## src/rtl/mem_miss_arbiter_if.sv

```systemverilog
// Bundle between the miss arbiter, both caches and main memory.
// slave  : the arbiter (takes cache requests and memory read data)
// master : the cache/memory side that drives those requests
interface mem_miss_arbiter_if;
   logic        i_miss;
   logic [15:0] i_addr;
   logic        d_miss;
   logic [15:0] d_addr;
   logic        d_wr;
   logic [15:0] d_wdata;
   logic        mem_en;
   logic        mem_wr;
   logic [15:0] mem_addr;
   logic [15:0] mem_wdata;
   logic [15:0] mem_rdata;
   logic        mem_valid;
   logic [15:0] fill_addr;
   logic [15:0] fill_data;
   logic        i_data_we;
   logic        i_tag_we;
   logic        d_data_we;
   logic        d_tag_we;
   logic        stall;

   modport slave (
      input  i_miss, i_addr, d_miss, d_addr, d_wr, d_wdata, mem_rdata, mem_valid,
      output mem_en, mem_wr, mem_addr, mem_wdata, fill_addr, fill_data,
             i_data_we, i_tag_we, d_data_we, d_tag_we, stall
   );

   modport master (
      output i_miss, i_addr, d_miss, d_addr, d_wr, d_wdata, mem_rdata, mem_valid,
      input  mem_en, mem_wr, mem_addr, mem_wdata, fill_addr, fill_data,
             i_data_we, i_tag_we, d_data_we, d_tag_we, stall
   );
endinterface

```

## src/rtl/mem_miss_arbiter.sv

```systemverilog
// Single owner of main memory: arbitrates D-miss fill, D write-through store
// and I-miss fill, streams the block fill into the chosen cache and stalls
// the pipeline while memory is busy.
module mem_miss_arbiter #(
   parameter int WORDS   = 8,
   parameter int MEM_LAT = 4
) (
   input  logic            clk,
   input  logic            rst,
   mem_miss_arbiter_if.slave bus
);
   // Counters carry one extra bit so "all WORDS issued" is representable.
   localparam int          CNT_W    = $clog2(WORDS) + 1;
   localparam logic [15:0] BLK_MASK = 16'(2 * WORDS - 1);

   if (WORDS < 2 || (WORDS & (WORDS - 1)) != 0 || MEM_LAT < 1) begin : g_bad_param
      $error("mem_miss_arbiter: WORDS must be a power of 2 >= 2 and MEM_LAT >= 1");
   end

   typedef enum logic [2:0] {IDLE, WRITE, FILL_D, FILL_I, DONE} state_t;

   state_t             state;
   logic [15:0]        base;
   logic [CNT_W-1:0]   iss_cnt;
   logic [CNT_W-1:0]   rcv_cnt;
   logic               filling;
   logic               issuing;
   logic               recv;
   logic               last;

   assign filling = (state == FILL_D) || (state == FILL_I);
   assign issuing = filling && (iss_cnt < CNT_W'(WORDS));
   // Read data is only meaningful while a fill is in progress.
   assign recv    = filling && bus.mem_valid;
   assign last    = recv && (rcv_cnt == CNT_W'(WORDS - 1));

   // Control FSM: arbitration, fill counters and latched block base.
   always_ff @(posedge clk or posedge rst) begin
      if (rst) begin
         state   <= IDLE;
         base    <= '0;
         iss_cnt <= '0;
         rcv_cnt <= '0;
      end else begin
         case (state)
            IDLE: begin
               // A store miss fills first; the store re-issues later as a hit.
               if (bus.d_miss) begin
                  state   <= FILL_D;
                  base    <= bus.d_addr & ~BLK_MASK;
                  iss_cnt <= '0;
                  rcv_cnt <= '0;
               end else if (bus.d_wr) begin
                  state   <= WRITE;
               end else if (bus.i_miss) begin
                  state   <= FILL_I;
                  base    <= bus.i_addr & ~BLK_MASK;
                  iss_cnt <= '0;
                  rcv_cnt <= '0;
               end
            end
            WRITE: state <= DONE;
            FILL_D, FILL_I: begin
               if (issuing) iss_cnt <= iss_cnt + CNT_W'(1);
               if (recv)    rcv_cnt <= rcv_cnt + CNT_W'(1);
               if (last)    state   <= DONE;
            end
            DONE:    state <= IDLE;
            default: state <= IDLE;
         endcase
      end
   end

   // Output decode from the registered state; stall alone looks at live requests in IDLE.
   always_comb begin
      bus.mem_en    = 1'b0;
      bus.mem_wr    = 1'b0;
      bus.mem_addr  = '0;
      bus.mem_wdata = '0;
      bus.fill_addr = '0;
      bus.fill_data = '0;
      bus.i_data_we = 1'b0;
      bus.i_tag_we  = 1'b0;
      bus.d_data_we = 1'b0;
      bus.d_tag_we  = 1'b0;
      bus.stall     = 1'b0;
      case (state)
         IDLE: bus.stall = !rst && (bus.d_miss || bus.d_wr || bus.i_miss);
         WRITE: begin
            bus.stall     = 1'b1;
            bus.mem_en    = 1'b1;
            bus.mem_wr    = 1'b1;
            bus.mem_addr  = bus.d_addr;
            bus.mem_wdata = bus.d_wdata;
         end
         FILL_D, FILL_I: begin
            bus.stall = 1'b1;
            if (issuing) begin
               bus.mem_en   = 1'b1;
               bus.mem_addr = base + 16'({iss_cnt, 1'b0});
            end
            if (recv) begin
               bus.fill_addr = base + 16'({rcv_cnt, 1'b0});
               bus.fill_data = bus.mem_rdata;
               bus.d_data_we = (state == FILL_D);
               bus.i_data_we = (state == FILL_I);
               bus.d_tag_we  = last && (state == FILL_D);
               bus.i_tag_we  = last && (state == FILL_I);
            end
         end
         default: ;
      endcase
   end
endmodule

```

## src/flat_wrapper.sv

```systemverilog
// flat-port wrapper written by rule: the top's interface ports become plain ports
module mem_miss_arbiter_flat 
#(
   parameter int WORDS   = 8,
   parameter int MEM_LAT = 4
)
  (clk, rst, bus_i_miss, bus_i_addr, bus_d_miss, bus_d_addr, bus_d_wr, bus_d_wdata, bus_mem_rdata, bus_mem_valid, bus_mem_en, bus_mem_wr, bus_mem_addr, bus_mem_wdata, bus_fill_addr, bus_fill_data, bus_i_data_we, bus_i_tag_we, bus_d_data_we, bus_d_tag_we, bus_stall);
  mem_miss_arbiter_if bus_i ();
  input  logic clk;
  input  logic rst;
  input wire logic [$bits(bus_i.i_miss)-1:0] bus_i_miss;
  input wire logic [$bits(bus_i.i_addr)-1:0] bus_i_addr;
  input wire logic [$bits(bus_i.d_miss)-1:0] bus_d_miss;
  input wire logic [$bits(bus_i.d_addr)-1:0] bus_d_addr;
  input wire logic [$bits(bus_i.d_wr)-1:0] bus_d_wr;
  input wire logic [$bits(bus_i.d_wdata)-1:0] bus_d_wdata;
  input wire logic [$bits(bus_i.mem_rdata)-1:0] bus_mem_rdata;
  input wire logic [$bits(bus_i.mem_valid)-1:0] bus_mem_valid;
  output wire logic [$bits(bus_i.mem_en)-1:0] bus_mem_en;
  output wire logic [$bits(bus_i.mem_wr)-1:0] bus_mem_wr;
  output wire logic [$bits(bus_i.mem_addr)-1:0] bus_mem_addr;
  output wire logic [$bits(bus_i.mem_wdata)-1:0] bus_mem_wdata;
  output wire logic [$bits(bus_i.fill_addr)-1:0] bus_fill_addr;
  output wire logic [$bits(bus_i.fill_data)-1:0] bus_fill_data;
  output wire logic [$bits(bus_i.i_data_we)-1:0] bus_i_data_we;
  output wire logic [$bits(bus_i.i_tag_we)-1:0] bus_i_tag_we;
  output wire logic [$bits(bus_i.d_data_we)-1:0] bus_d_data_we;
  output wire logic [$bits(bus_i.d_tag_we)-1:0] bus_d_tag_we;
  output wire logic [$bits(bus_i.stall)-1:0] bus_stall;
  assign bus_i.i_miss = bus_i_miss;
  assign bus_i.i_addr = bus_i_addr;
  assign bus_i.d_miss = bus_d_miss;
  assign bus_i.d_addr = bus_d_addr;
  assign bus_i.d_wr = bus_d_wr;
  assign bus_i.d_wdata = bus_d_wdata;
  assign bus_i.mem_rdata = bus_mem_rdata;
  assign bus_i.mem_valid = bus_mem_valid;
  assign bus_mem_en = bus_i.mem_en;
  assign bus_mem_wr = bus_i.mem_wr;
  assign bus_mem_addr = bus_i.mem_addr;
  assign bus_mem_wdata = bus_i.mem_wdata;
  assign bus_fill_addr = bus_i.fill_addr;
  assign bus_fill_data = bus_i.fill_data;
  assign bus_i_data_we = bus_i.i_data_we;
  assign bus_i_tag_we = bus_i.i_tag_we;
  assign bus_d_data_we = bus_i.d_data_we;
  assign bus_d_tag_we = bus_i.d_tag_we;
  assign bus_stall = bus_i.stall;
  mem_miss_arbiter #(.WORDS(WORDS), .MEM_LAT(MEM_LAT)) u_core (.clk(clk), .rst(rst), .bus(bus_i));
endmodule
```

## config.mk

```make
export PLATFORM = sky130hd
export DESIGN_NAME = mem_miss_arbiter_flat
export DESIGN_NICKNAME = d
export VERILOG_FILES = /design/src/rtl/mem_miss_arbiter_if.sv /design/src/rtl/mem_miss_arbiter.sv /design/src/flat_wrapper.sv
export SDC_FILE = /design/constraint.sdc
export NUM_CORES = 1
export LEC_CHECK = 0
export CAP_MARGIN = 0
export CORE_MARGIN = 2
export CORE_UTILIZATION = 40
export CTS_BUF_LIST = sky130_fd_sc_hd__clkbuf_4 sky130_fd_sc_hd__clkbuf_8
export CTS_CLUSTER_SIZE = 28
export DETAILED_ROUTE_END_ITERATION = 10
export PLACE_DENSITY = 0.89
export SYNTH_ARGS = -nofsm -noshare
export SYNTH_HDL_FRONTEND = slang
export SYNTH_SLANG_ARGS = --single-unit
```

## constraint.sdc

```tcl
create_clock -name clk -period 3.05 [get_ports clk]
set_input_delay 0.61 -clock clk [delete_from_list [all_inputs] [get_ports clk]]
set_output_delay 0.61 -clock clk [all_outputs]
set_load 0.02 [all_outputs]
```

**Word level (Yosys, flattened, before mapping)**

Index checks and enable logic that the tools add are counted.
Widths: inputs -> output; s select.

- $add $sub $neg: 4
- Magnitude comparators: 1
- Equal/unequal tests: 11
- Multiplexer cells: 34
- Reductions and logical operators: 19

Operators by type and width:

| kind | count |
|---|---|
| $mux 16 | 9 |
| $add 16x5->16 | 2 |
| $pmux 16 s2 | 1 |
| $mux 4 | 5 |
| $pmux 4 s2 | 2 |
| $mux 3 | 4 |
| $mux 1 | 10 |
| $pmux 3 s3 | 1 |
| $add 4x1->4 const B | 2 |
| $reduce_and 4->1 | 2 |
| $eq 3x2->1 const B | 2 |
| $logic_and 1x1->1 | 6 |
| $ne 2x1->1 const B | 3 |
| $ne 3x3->1 const B | 2 |
| $eq 4x3->1 const B | 1 |
| $lt 4x4->1 const B | 1 |
| $ne 4x4->1 const B | 1 |
| $pmux 1 s2 | 2 |
| $reduce_bool 2->1 | 2 |
| $eq 3x1->1 const B | 1 |
| $logic_not 3->1 | 1 |
| $logic_or 1x1->1 | 3 |
| $reduce_and 3->1 | 1 |
| $reduce_or 3->1 | 1 |
| 4 further kinds | 4 |

- Register bits: 27
- Output and inout bits: 71
- Logic and storage cells: 73

**Depth between registers and ports, before layout**

- Depth in word-level cells: 7
- Gate-level depth with buffers: 7
- Mapped depth without buffers: 6

**Worst setup path before layout**

OpenSTA, ideal clock, no wires.

- Path kind: input -> output
- Start: in bus_mem_valid
- End: out bus_d_tag_we
- Data arrival time: 1.476 ns
- Path slack: 0.964 ns
- Cell stages on the path: 3
- Path buffers: 0
- Cells stage by stage: nand2_1 or4b_4 nor2_1

- Cells in the longest elaborated chain, start to end: 5

Ends and longest elaborated chain:

| what | line | text |
|---|---|---|
| from (decl) | flat_wrapper.sv:18 | `input wire logic [$bits(bus_i.mem_valid)-1:0] bus_mem_valid;` |
| $logic_and 1x1->1 (*) | mem_miss_arbiter.sv:34 | `assign recv = filling && bus.mem_valid;` |
| $logic_and 1x1->1 | mem_miss_arbiter.sv:35 | `assign last = recv && (rcv_cnt == CNT_W'(WORDS - 1));` |
| $logic_and 1x1->1 | mem_miss_arbiter.sv:107 | `bus.d_tag_we = last && (state == FILL_D);` |
| $mux 1 (*) | mem_miss_arbiter.sv:102 | `if (recv) begin` |
| $mux 1 (*) | mem_miss_arbiter.sv:87 | `case (state)` |
| to (decl) | flat_wrapper.sv:28 | `output wire logic [$bits(bus_i.d_tag_we)-1:0] bus_d_tag_we;` |

Every way passes the cells marked *; elsewhere a longest branch is shown, timed or not.

**Final worst setup path**

- Start: in bus_mem_valid
- End: out bus_fill_addr[9]

- Cells in the longest elaborated chain, start to end: 3

Ends and longest elaborated chain:

| what | line | text |
|---|---|---|
| $logic_and 1x1->1 | mem_miss_arbiter.sv:34 |  |
| $mux 16 | mem_miss_arbiter.sv:102 |  |
| $mux 16 | mem_miss_arbiter.sv:87 |  |
| to (decl) | flat_wrapper.sv:23 | `output wire logic [$bits(bus_i.fill_addr)-1:0] bus_fill_addr;` |

No other way between the ends.

==> metrics.sh <==
STATUS='finished clean'
FINAL_DESIGN_AREA_NO_FILL_UM2=3620
GR-TOTAL-OVERFLOW=0
DETAILED_PLACE_HPWL_UM=5420
CLOCK-SINKS=23
CORE_AR_UM2=5110
FRACTION_OF_POST_SYNTHESIS_CELL_AREA_IN_THE_TOP_CELL_TYPE_BY_AREA=0.272
CTS_MAX_PATH_BUFFERS=2
MIN_PATH_TYPE='reg -> reg'
TIMING.CRITICAL_PATH.REQUIRED_NS=2.44
MAXCAPVIOLATIONS=0
WORST_PIN_SLEW_NS=0.960
SYNTH-EDFF-COUNT=0
ROUTED_WIRE_LENGTH_PER_INSTANCE_UM=14.9
STATIC-LEAKAGE-POWER_uW=0.00161
CRITICAL_PATH_PEAK_FANOUT=23
GR-USAGE-ALL-LAYERS=0.232
SEQUENTIALPOWERSHARE=0.231
FINALHOLDVIOLATIONS=0
NNETSFINAL=468
ASYNC_FLOP_SHARE=1.00
SYNTH-SEQ-AREA-SHARE=0.272
SYNTH-SEQ-CELLS=23
DIE_WIDTH_UM=76.8
GRT_SETUP_UNREPAIRED='no'
DETAILEDROUTE.FIRSTITERATIONVIOLATIONS=124
FINAL_CELL_COUNT_NO_FILL=461
FMAX_GHz=0.341
TIMING.SETUP.TNS_NS=0
CLOCK_SKEW_NS=0.00565
POWER.DENSITY_CELL_AREA_nW_PER_UM2=815
SYNTHESIS.AREA_UM2=2120
YOSYS.CELL_TYPES.COUNT=45
TRITONCTS='yes'
SYNTHESIS.INSTANCES=261
DRC=0
YS.WARNINGS.COUNT=0
DR_TOTAL_VIAS=2329
CP-STARTPOINT='bus_mem_valid'
GLOBAL_ROUTE_WIRE_LENGTH_BEFORE_REPAIR_UM=11400
POSTSYNTHNETCOUNT=337
TOTAL_SWITCHING_POWER_uW=1370
FILL_COUNT=442
CRITPATHCAPTURETYPE='primary output'
FINALCRITICALPERIOD_NS=2.93
FP.DIEH_UM=76.8
FINAL_LAYOUT_SIZE_SUFFIX_GT1_FRAC=0.0895
TIMING.FINAL.CRIT_SHARE=0.961
CLOCK_TREE.ROOT_CELL='clkbuf_8'
DRT-PASS1-ITER-COUNT=4
CLK_LATENCY_NS=0.27
FINALMAXSLEWVIOLATIONS=0
POWER.SHARE.COMBINATIONAL=0.700
DETAIL_ROUTE.VIAS_PER_CELL=5.05
MAX_SLEW_HEADROOM=0.359
GLOBALPLACE.CONGESTION=0.895
FINALWIRELENGTH_UM=6870
CTS.CLK_SLEW.WORST_PATHS_NS=0.09
CRITICAL_PATH_LAUNCH_POINT_TYPE='primary input'
FINAL-SETUP-VIOL-COUNT=0
YOSYSTOPAREACELL='dfrtp_1'
SHARE_CLK_OF_TOTAL_POWER=0.069
AREA_GROWTH_PCT=70.6
IO_BUFFERS=135
CRIT_ARRIVAL_NS=2.32
CTS_MADE_BUFFERS=3
POWER_REPORT.INTERNAL_TOTAL_uW=1570
SYNTH.TOP_CELLS.BY_AREA='dfrtp_1 27%, a22o_1 7.9%, and3_1 6.2%, mux2i_1 6.1%, and2_1 5.0%'
HOLD_PATH_STARTPOINT='u_core.rcv_cnt[0]'
START_UTIL=0.415
PEAKVDDDROP_mV=0.482
SYNTH.CELLS.MOST_FREQUENT='24 x nand2_1, 23 x dfrtp_1, 22 x nor2_1'
NETSWITCHINGFRACTION=0.466
CRIT_TYPE='in -> out'
DEPTH_OF_THE_CTS_H_TREE=1
SYNTH_FLOP_CELL='dfrtp_1'
ANTENNA_FOUND_INITIAL=0
POST_SYNTH.CELL_AREA_AVG_UM2=8.12
R2R_START='u_core.state[2]'
ANTENNA-DIODE-COUNT=0
GRT_PASS1_VIAS=2423
POSTROUTEANTENNANETS=0
DIE_AREA_UM2=5900
PLACEMENTROWS=26
BOUNDARYPINS=141
YOSYS.CELL_COUNT.TOP_TYPE='nand2_1'
PLACEDCELLCOUNT=457
POST_DP_CELL_AREA_UM2=3550
GRT_MAX_DEGREE=34
HOLD_BUFFERS=0
[per-stage QoR]
stage | util | hold slack (ns) | setup slack (ns) | total power, uW
finish | 0.708 | 0.521 | 0.120 | 2950
global route | 0.708 | 0.558 | 0.0289 | 3170
CTS | 0.704 | 0.522 | 0.00258 | 2950
detailed placement | 0.694 | 0.511 | 0.00791 | 2740
global placement | 0.694 | 0.506 | 0.0547 | 2680
floorplan | - | 0.482 | 0.964 | 1860
[path summary, 6_finish.rpt]
kind	slack (ns)	depth (start not counted)	to
max	0.12	6	bus_fill_addr[9]
min	0.52	1	u_core.rcv_cnt[0]
max reg2reg	1.39	4	u_core.state[0]
min reg2reg	0.52	1	u_core.rcv_cnt[0]
max in group asynchronous	1.51	2	u_core.base[7]
min in group asynchronous	0.89	2	u_core.rcv_cnt[1]
[layout by cell type (no fill, tap or decap), types with 13 or more instances in the layout]
master	synthesis	layout
mux2i_1	13	13
nor2_1	22	22
buf_4	2	13
nand2_1	24	24
and3_1	21	21
and2_1	17	17
clkdlybuf4s50_1	0	132
dfrtp_1	23	21
o21ai_0	16	15
a22o_1	19	19
[per-layer routing]
metal / wire length (um) / GRT usage / up-vias
met3: 354 / 0.0376 / 4
met4: 35 / 0.0455 / 0
li1: - / - / 1168
met2: 3820 / 0.466 / 58
met1: 2650 / 0.251 / 1099
met5: 0 / 0 / -
[flip-flops by register name, indices dropped and copies added, names as in the netlist]
register,count
u_core.state,3
u_core.base,12
u_core.rcv_cnt,4
u_core.iss_cnt,4
[logic make-up after synthesis]
kind of cell / Yosys count / synth area share
AO/OA/AOI/OAI: 48 / 0.159
XOR/XNOR: 19 / 0.0785
adder cells (fa/ha/maj): 6 / 0.0354
other: 1 / 0.00177
buffers and inverters: 28 / 0.0643
AND/OR/NAND/NOR: 122 / 0.322
multiplexers: 14 / 0.0667
flip-flops: 23 / 0.272
[power by group through the flow]
stage	sequential (uW)	combinational, uW	clock, uW
floorplan	575	1280	0
global placement	660	2020	0
detailed placement	673	2070	0
CTS	667	2080	212
global route	712	2230	228
finish	680	2060	205
[worst max-delay path: stages]
cell             delay (ns)
clkdlybuf4s50_1        0.48
buf_4                  0.21
nand2_1                0.09
buf_4                  0.18
a21oi_1                0.12
clkdlybuf4s50_1        0.62
[what timing repair did]
item | 4_1_cts | 5_1_grt
setup buffers | 0 | 0
setup endpoints to repair | 1 | 6
pin swaps | 0 | 0
resized for setup | 1 | 6
[final cells by class]
class,count,area [um2],share of cell area
clock buffer,4,48.8,0.0135
inverter,6,22.5,0.00623
multi-input combinational,210,1430,0.394
sequential,23,578,0.160
tap,70,87.6,0.0242
timing repair buffer,148,1450,0.402
Power figures use the tool's default switching activity.
